### config.mk
export PLATFORM = sky130hd
export DESIGN_NAME = layer_mac_engine
export DESIGN_NICKNAME = d
export VERILOG_FILES = /design/src/rtl/layer_mac_engine.sv
export SDC_FILE = /design/constraint.sdc
export NUM_CORES = 2
export LEC_CHECK = 0
export ABC_AREA = 1
export CORE_MARGIN = 2
export CORE_UTILIZATION = 25
export DETAILED_ROUTE_END_ITERATION = 10
export GPL_TIMING_DRIVEN = 0
export SYNTH_ARGS = -nofsm -noshare
export SYNTH_HDL_FRONTEND = slang
export SYNTH_SLANG_ARGS = --single-unit
### constraint.sdc
create_clock -name Clock -period 69 [get_ports Clock]
set_clock_uncertainty 0.05 [all_clocks]
set_input_delay 20.7 -clock Clock [delete_from_list [all_inputs] [get_ports Clock]]
set_output_delay 20.7 -clock Clock [all_outputs]
set_load 0.01 [all_outputs]
### src/rtl/layer_mac_engine.sv
// Fully-connected layer evaluator: one multiply-accumulate per cycle, then a ReLU with saturation per neuron.
// Define LAYER_BIAS_EN to build the per-neuron bias storage and the bias add; without it the bias term is 0.
module layer_mac_engine #(
  parameter int N_IN      = 10,
  parameter int N_OUT     = 5,
  parameter int DATA_W    = 10,
  parameter int WEIGHT_W  = 10,
  parameter int FRAC_BITS = 4
) (
  input  logic                          Clock,
  input  logic                          Rst,
  input  logic                          in_we,
  input  logic [$clog2(N_IN)-1:0]       in_addr,
  input  logic [DATA_W-1:0]             in_data,
  input  logic                          w_we,
  input  logic [$clog2(N_IN*N_OUT)-1:0] w_addr,
  input  logic [WEIGHT_W-1:0]           w_data,
  input  logic                          b_we,
  input  logic [$clog2(N_OUT)-1:0]      b_addr,
  input  logic [WEIGHT_W+DATA_W-1:0]    b_data,
  input  logic                          start,
  output logic                          busy,
  output logic                          done,
  input  logic [$clog2(N_OUT)-1:0]      rd_addr,
  output logic [DATA_W-1:0]             rd_data,
  output logic [2:0]                    state
);
  localparam int IN_AW  = $clog2(N_IN);
  localparam int W_AW   = $clog2(N_IN*N_OUT);
  localparam int OUT_AW = $clog2(N_OUT);
  localparam int BIAS_W = WEIGHT_W + DATA_W;
  localparam int PROD_W = DATA_W + 1 + WEIGHT_W;
  localparam int ACC_W  = DATA_W + WEIGHT_W + $clog2(N_IN) + 1;
  localparam int SUM_W  = ACC_W + 1;
  localparam logic signed [SUM_W-1:0] Y_MAX = SUM_W'((64'd1 << DATA_W) - 64'd1);

  typedef enum logic [2:0] {IDLE = 3'd0, MAC = 3'd1, ACT = 3'd2, DONE = 3'd3} state_t;

  state_t                    state_q, state_d;
  logic [OUT_AW-1:0]         n_q, n_d;
  logic [IN_AW-1:0]          i_q, i_d;
  logic signed [ACC_W-1:0]   acc_q, acc_d;
  logic [DATA_W-1:0]         in_mem_q  [N_IN];
  logic [DATA_W-1:0]         in_mem_d  [N_IN];
  logic [WEIGHT_W-1:0]       w_mem_q   [N_IN*N_OUT];
  logic [WEIGHT_W-1:0]       w_mem_d   [N_IN*N_OUT];
  logic [DATA_W-1:0]         out_mem_q [N_OUT];
  logic [DATA_W-1:0]         out_mem_d [N_OUT];
  logic signed [BIAS_W-1:0]  bias_sel;
  logic                      wr_open;
  logic [W_AW-1:0]           w_idx;
  logic signed [PROD_W-1:0]  prod;
  logic signed [SUM_W-1:0]   sum;
  logic signed [SUM_W-1:0]   shifted;
  logic [DATA_W-1:0]         y;

  assign busy    = (state_q == MAC) || (state_q == ACT);
  assign done    = (state_q == DONE);
  assign state   = state_q;
  assign wr_open = !busy;

  // Operands are zero-extended inputs times signed weights; the accumulator is sized to never wrap.
  assign w_idx   = W_AW'(32'(n_q) * N_IN + 32'(i_q));
  assign prod    = PROD_W'($signed({1'b0, in_mem_q[i_q]})) * PROD_W'($signed(w_mem_q[w_idx]));
  assign sum     = SUM_W'(acc_q) + SUM_W'(bias_sel);
  assign shifted = sum >>> FRAC_BITS;
  assign rd_data = (32'(rd_addr) < N_OUT) ? out_mem_q[rd_addr] : '0;

  always_comb begin
    if (shifted[SUM_W-1])    y = '0;
    else if (shifted > Y_MAX) y = '1;
    else                      y = shifted[DATA_W-1:0];
  end

`ifdef LAYER_BIAS_EN
  logic signed [BIAS_W-1:0] b_mem_q [N_OUT];
  logic signed [BIAS_W-1:0] b_mem_d [N_OUT];

  always_comb begin
    b_mem_d = b_mem_q;
    if (b_we && wr_open && (32'(b_addr) < N_OUT)) b_mem_d[b_addr] = b_data;
  end

  always_ff @(posedge Clock or posedge Rst) begin
    if (Rst) for (int k = 0; k < N_OUT; k++) b_mem_q[k] <= '0;
    else     b_mem_q <= b_mem_d;
  end

  assign bias_sel = b_mem_q[n_q];
`else
  logic unused_bias;
  assign unused_bias = ^{b_we, b_addr, b_data};
  assign bias_sel    = '0;
`endif

  // Operand writes are only accepted outside MAC/ACT, so an evaluation sees frozen operands.
  always_comb begin
    in_mem_d = in_mem_q;
    w_mem_d  = w_mem_q;
    if (in_we && wr_open && (32'(in_addr) < N_IN))       in_mem_d[in_addr] = in_data;
    if (w_we && wr_open && (32'(w_addr) < N_IN * N_OUT)) w_mem_d[w_addr]   = w_data;
  end

  always_comb begin
    state_d   = state_q;
    n_d       = n_q;
    i_d       = i_q;
    acc_d     = acc_q;
    out_mem_d = out_mem_q;
    case (state_q)
      IDLE: begin
        if (start) begin
          n_d     = '0;
          i_d     = '0;
          acc_d   = '0;
          state_d = MAC;
        end
      end
      MAC: begin
        acc_d = acc_q + ACC_W'(prod);
        if (32'(i_q) == N_IN - 1) begin
          i_d     = '0;
          state_d = ACT;
        end else begin
          i_d = i_q + IN_AW'(1);
        end
      end
      ACT: begin
        out_mem_d[n_q] = y;
        acc_d          = '0;
        if (32'(n_q) == N_OUT - 1) begin
          state_d = DONE;
        end else begin
          n_d     = n_q + OUT_AW'(1);
          state_d = MAC;
        end
      end
      DONE:    state_d = IDLE;
      default: state_d = IDLE;
    endcase
  end

  always_ff @(posedge Clock or posedge Rst) begin
    if (Rst) begin
      state_q <= IDLE;
      n_q     <= '0;
      i_q     <= '0;
      acc_q   <= '0;
      for (int k = 0; k < N_IN; k++)         in_mem_q[k]  <= '0;
      for (int k = 0; k < N_IN * N_OUT; k++) w_mem_q[k]   <= '0;
      for (int k = 0; k < N_OUT; k++)        out_mem_q[k] <= '0;
    end else begin
      state_q   <= state_d;
      n_q       <= n_d;
      i_q       <= i_d;
      acc_q     <= acc_d;
      in_mem_q  <= in_mem_d;
      w_mem_q   <= w_mem_d;
      out_mem_q <= out_mem_d;
    end
  end
endmodule
== Yosys cells after proc, flatten, opt, wreduce, memory -nomap -nowiden ==
Cells that the tools add are included.

* $lt $le $gt $ge: 13
* Equality and inequality tests: 8
* Reduce and logical (&&, ||, !) cells: 17
* Bitwise gates (word level): 6
* Mux-type cells: 33
* $add $sub $neg: 4
* Multipliers: 2

{| class="wikitable"
|+ Operators by type and width
! operator !! number
|-
| $bwmux W500 || 1
|-
| $mux W10 || 12
|-
| $bwmux W100 || 1
|-
| $pmux W25 S3 || 1
|-
| $bmux W10 S6 || 1
|-
| $demux W10 S6 || 1
|-
| $bwmux W50 || 1
|-
| $bmux W10 S4 || 1
|-
| $demux W10 S4 || 1
|-
| $bmux W10 S3 || 1
|-
| $demux W10 S3 || 1
|-
| $add A25 B21 Y25 || 1
|-
| $mux W25 || 1
|-
| $gt A21 B11 Y1 const B || 1
|-
| $mul A11 B10 Y21 || 1
|-
| $ge A7 B7 Y1 const B || 2
|-
| $not A6 Y7 || 2
|-
| $mux W3 || 4
|-
| $ge A5 B5 Y1 const B || 2
|-
| $not A4 Y5 || 2
|-
| $pmux W3 S3 || 1
|-
| $ge A4 B4 Y1 const B || 2
|-
| $mux W4 || 2
|-
| $not A3 Y4 || 2
|-
| 27 further kinds || 38
|}

* Flip-flop bits (word level): 685
* Output and inout port bits: 15
* Word-level logic and storage cells: 152
* Input port bits: 62

== Depth between registers and ports, before layout ==
* Word-level depth: 9
* Depth in mapped cells: 37
* Gate-level depth less buffers: 36

== Worst setup path after synthesis ==
Ideal clock, no wire load.

* Kind: input port to output port
* Start point: in rd_addr[1]
* End point: out rd_data[0]
* Data required time: 48250 ps
* Data arrival time: 21568 ps
* Stages on the path: 5
* Setup slack: 26682 ps
* Path buffers: 2
* Cells stage by stage: inv_1 -> clkbuf_1 -> clkbuf_1 -> nand3_1 -> a21oi_1

* Longest elaborated chain between the ends: 5
* Elaborated cells on any way between the ends: 6
* Classes of those cells: 1 x order compare; 4 x mux; 1 x bitwise

{| class="wikitable"
|+ Ends and longest elaborated chain
! item !! line !! RTL
|-
| from (decl) || 24 || <nowiki>input logic [$clog2(N_OUT)-1:0] rd_addr,</nowiki>
|-
| $not A3 Y4 (implied by the code) || 67 || <nowiki>assign rd_data = (32'(rd_addr) < N_OUT) ? out_mem_q[rd_addr] : '0;</nowiki>
|-
| $bmux W10 S3 || 67 ||
|-
| $mux W10 (implied by the code) (2 in a row) || 67 ||
|-
| $mux W10 * || 67 ||
|-
| to (decl) || 25 || <nowiki>output logic [DATA_W-1:0] rd_data,</nowiki>
|}

Mark *: on every way between the ends. The rest lies on a longest branch, timed or not. The select of a mux whose other input is x is not followed.

== Worst setup path after layout ==
Ends and elaborated chain as after synthesis.

==> impl_metrics.json <==
{
  "status": "finished, violations left",
  "violations": "capacitance limit, slew limit",
  "ys_seq_area_share_pct": 48.29,
  "track_usage_pct": 19.03,
  "overflow": 0,
  "first_pass_iters": 7,
  "synthTopCellsByArea": "dfrtp_1 48%, nand2_1 14%, o21ai_0 11%",
  "synth_nets": 4547,
  "setup_tns_ns": 0,
  "hpwl_mm": 100.9,
  "hp-class": "reg -> reg",
  "synth-main-ff-cell": "dfrtp_1",
  "critPathArrivalTime_ns": 22.80,
  "maxCapViolations": 2,
  "vias": 32560,
  "ios": 77,
  "cts_hold_buf": 0,
  "ys_types": 49,
  "initial_utilization_pct": 25.13,
  "required_ns": 48.25,
  "worstPathMaxFanout": 10,
  "seqCellArea_um2": 17120,
  "worstMarginPinSlew_ns": 1.566,
  "worst_setup_path_end_kind": "output port",
  "wl_mm": 140.9,
  "io_buffers": 49,
  "clk_pin_slew_ns": 0.05,
  "antenna_found_initial": 3,
  "antenna_left": 0,
  "period_share_pct": 63.12,
  "grt_pass1_vias": 31080,
  "rows": 138,
  "drc": 0,
  "clk_latency_ns": 0.69,
  "initialDrtViolationCount": 3945,
  "grt_pass1_wl_mm": 207.7,
  "multi_input_area_um2": 16110,
  "cts_buffers": 79,
  "drv_slew": 18,
  "drive_gt1_share_pct": 6.757,
  "routabilityCongestion": 1.001,
  "fill_cells": 15110,
  "ys_async_sr_fraction_pct": 100.0,
  "numClockSinks": 684,
  "vias_per_cell": 5.082,
  "yosysTopAreaCell": "dfrtp_1",
  "area_growth_pct": 16.52,
  "fin_nets": 4687,
  "wl_per_cell_um": 22.00,
  "syn-cell-area_um2": 35450,
  "cts_tree": "done",
  "core-area_um2": 141100,
  "synth_cells": 4312,
  "die_h_um": 380.5,
  "synth-edff-count": 0,
  "syn_area_per_cell_um2": 8.220,
  "clock_path_buffers": 3,
  "worst_setup_path_start_kind": "input pin",
  "htree_levels": 3,
  "setup-violations-final": 0,
  "rsz0062_at_grt": "false",
  "dieArea_um2": 144800,
  "netlist.area_leader.share_pct": 48.29,
  "hold_viol": 0,
  "dieWidth_um": 380.5,
  "yosysWarnings": 0,
  "grt_max_degree": 124,
  "post-cts-setup-buffer-count": 0,
  "cts_root_buf": "clkbuf_16",
  "cts.repair.resized": 0,
  "relSlewSlack_pct": -4.368,
  "fmax_mhz": 22.96,
  "ys_seq_elements": 684,
  "layout_min_cycle_time_ns": 43.55,
  "crit_type": "in -> out"
}
==> path summary, 6_finish.rpt <==
| check | start | end | slack (ns) | depth (start not counted) |
|---|---|---|---|---|
| worst max-delay path | rd_addr[1] | rd_data[0] | 25.45 | 7 |
| worst max register to register | i_q[1]$_DFFE_PP0P_ | acc_q[15]$_DFFE_PP0P_ | 59.80 | 32 |
| worst min-delay path | out_mem_q[8]$_DFFE_PP0P_ | out_mem_q[8]$_DFFE_PP0P_ | 0.43 | 2 |
| min in group asynchronous | Rst | w_mem_q[217]$_DFFE_PP0P_ | 20.50 | 2 |
| worst min register to register | out_mem_q[8]$_DFFE_PP0P_ | out_mem_q[8]$_DFFE_PP0P_ | 0.43 | 2 |
| max in group asynchronous | Rst | w_mem_q[427]$_DFFE_PP0P_ | 46.33 | 5 |
==> cell type report <==
class	count	share of cell area (%)
clock buffers	111	5.513
flip-flops and latches	684	41.44
clock inverters	32	1.157
well taps	1890	5.725
plain buffers	317	3.387
inverters	225	2.063
multi-input cells	3086	39.00
repair buffers	59	1.699
diodes	2	0.01212
==> worst max-delay path: stages <==
cell             delay (ns)
clkdlybuf4s50_1        0.45
inv_1                  0.08
clkbuf_1               0.30
clkbuf_1               0.38
nand3_1                0.14
a21oi_1                0.19
clkdlybuf4s50_1        0.56
==> per-stage QoR <==
stage / setup slack (ns) / util (%) / hold WS [ns] / cells / instance area [um^2]
2_1_floorplan: 26.68 / - / 0.3957 / 4312 / 35450
3_3_place_gp: 20.19 / 27.15 / 0.4104 / 6251 / 38300
3_5_place_dp: 25.46 / 27.32 / 0.4179 / 6261 / 38540
4_1_cts: 25.45 / 29.27 / 0.4330 / 6404 / 41290
5_1_grt: 25.30 / 29.28 / 0.4514 / 6404 / 41300
6_report: 25.45 / 29.28 / 0.4316 / 6406 / 41300
==> cells in the final DEF (no fill, tap or decap), types with 5 or more instances in the layout <==
cell	count
o21ai_0	780
buf_16	6
bufinv_16	8
clkbuf_8	18
ha_1	89
clkinv_2	15
buf_1	17
o31ai_1	12
buf_2	121
fa_1	84
clkbuf_2	14
o21ai_1	12
dfrtp_1	684
buf_6	5
clkbuf_1	173
a221oi_1	8
nor2_1	185
a22o_1	11
nand3_1	200
xor2_1	7
o21a_1	8
o221ai_1	20
a22oi_1	57
o22ai_1	11
clkdlybuf4s50_1	49
clkbuf_16	79
inv_1	220
nand2_1	1308
a21oi_1	231
nor3_1	11
==> cell usage after synthesis, types with 11 or more instances <==
library cell,number
a21oi_1,231
a22o_1,11
a22oi_1,57
buf_1,17
buf_2,120
clkbuf_1,159
clkbuf_2,14
dfrtp_1,684
fa_1,84
ha_1,89
inv_1,221
nand2_1,1308
nand3_1,200
nor2_1,188
nor3_1,14
o21ai_0,780
o21ai_1,12
o221ai_1,20
o22ai_1,11
o31ai_1,12
==> sequential cells by signal, indices dropped and copies added (netlist names) <==
signal,flops
in_mem_q,100
w_mem_q,500
acc_q,25
out_mem_q,50
n_q,3
state,2
i_q,4
==> per-layer routing <==
| metal | vias to the layer above | wire (um) | GRT usage (%) |
|---|---|---|---|
| li1 | 14510 | - | - |
| met1 | 16030 | 56600 | 24.82 |
| met2 | 1610 | 60190 | 28.29 |
| met3 | 406 | 14460 | 4.938 |
| met4 | 2 | 9607 | 11.29 |
| met5 | - | 53 | 0 |
==> cell families after synthesis <==
family                     synth area share (%)
buffers and inverters                     6.329
AOI/OAI and AO/OA                         17.68
DFF                                       48.29
adders and majority gates                 7.886
and+or+nand+nor                           19.50
muxes                                   0.05648
xor gates and xnor gates                 0.2471
other                                   0.01058
Power is not shown: default switching activity piles up to over one toggle a cycle in this logic, so the estimate is an artifact.
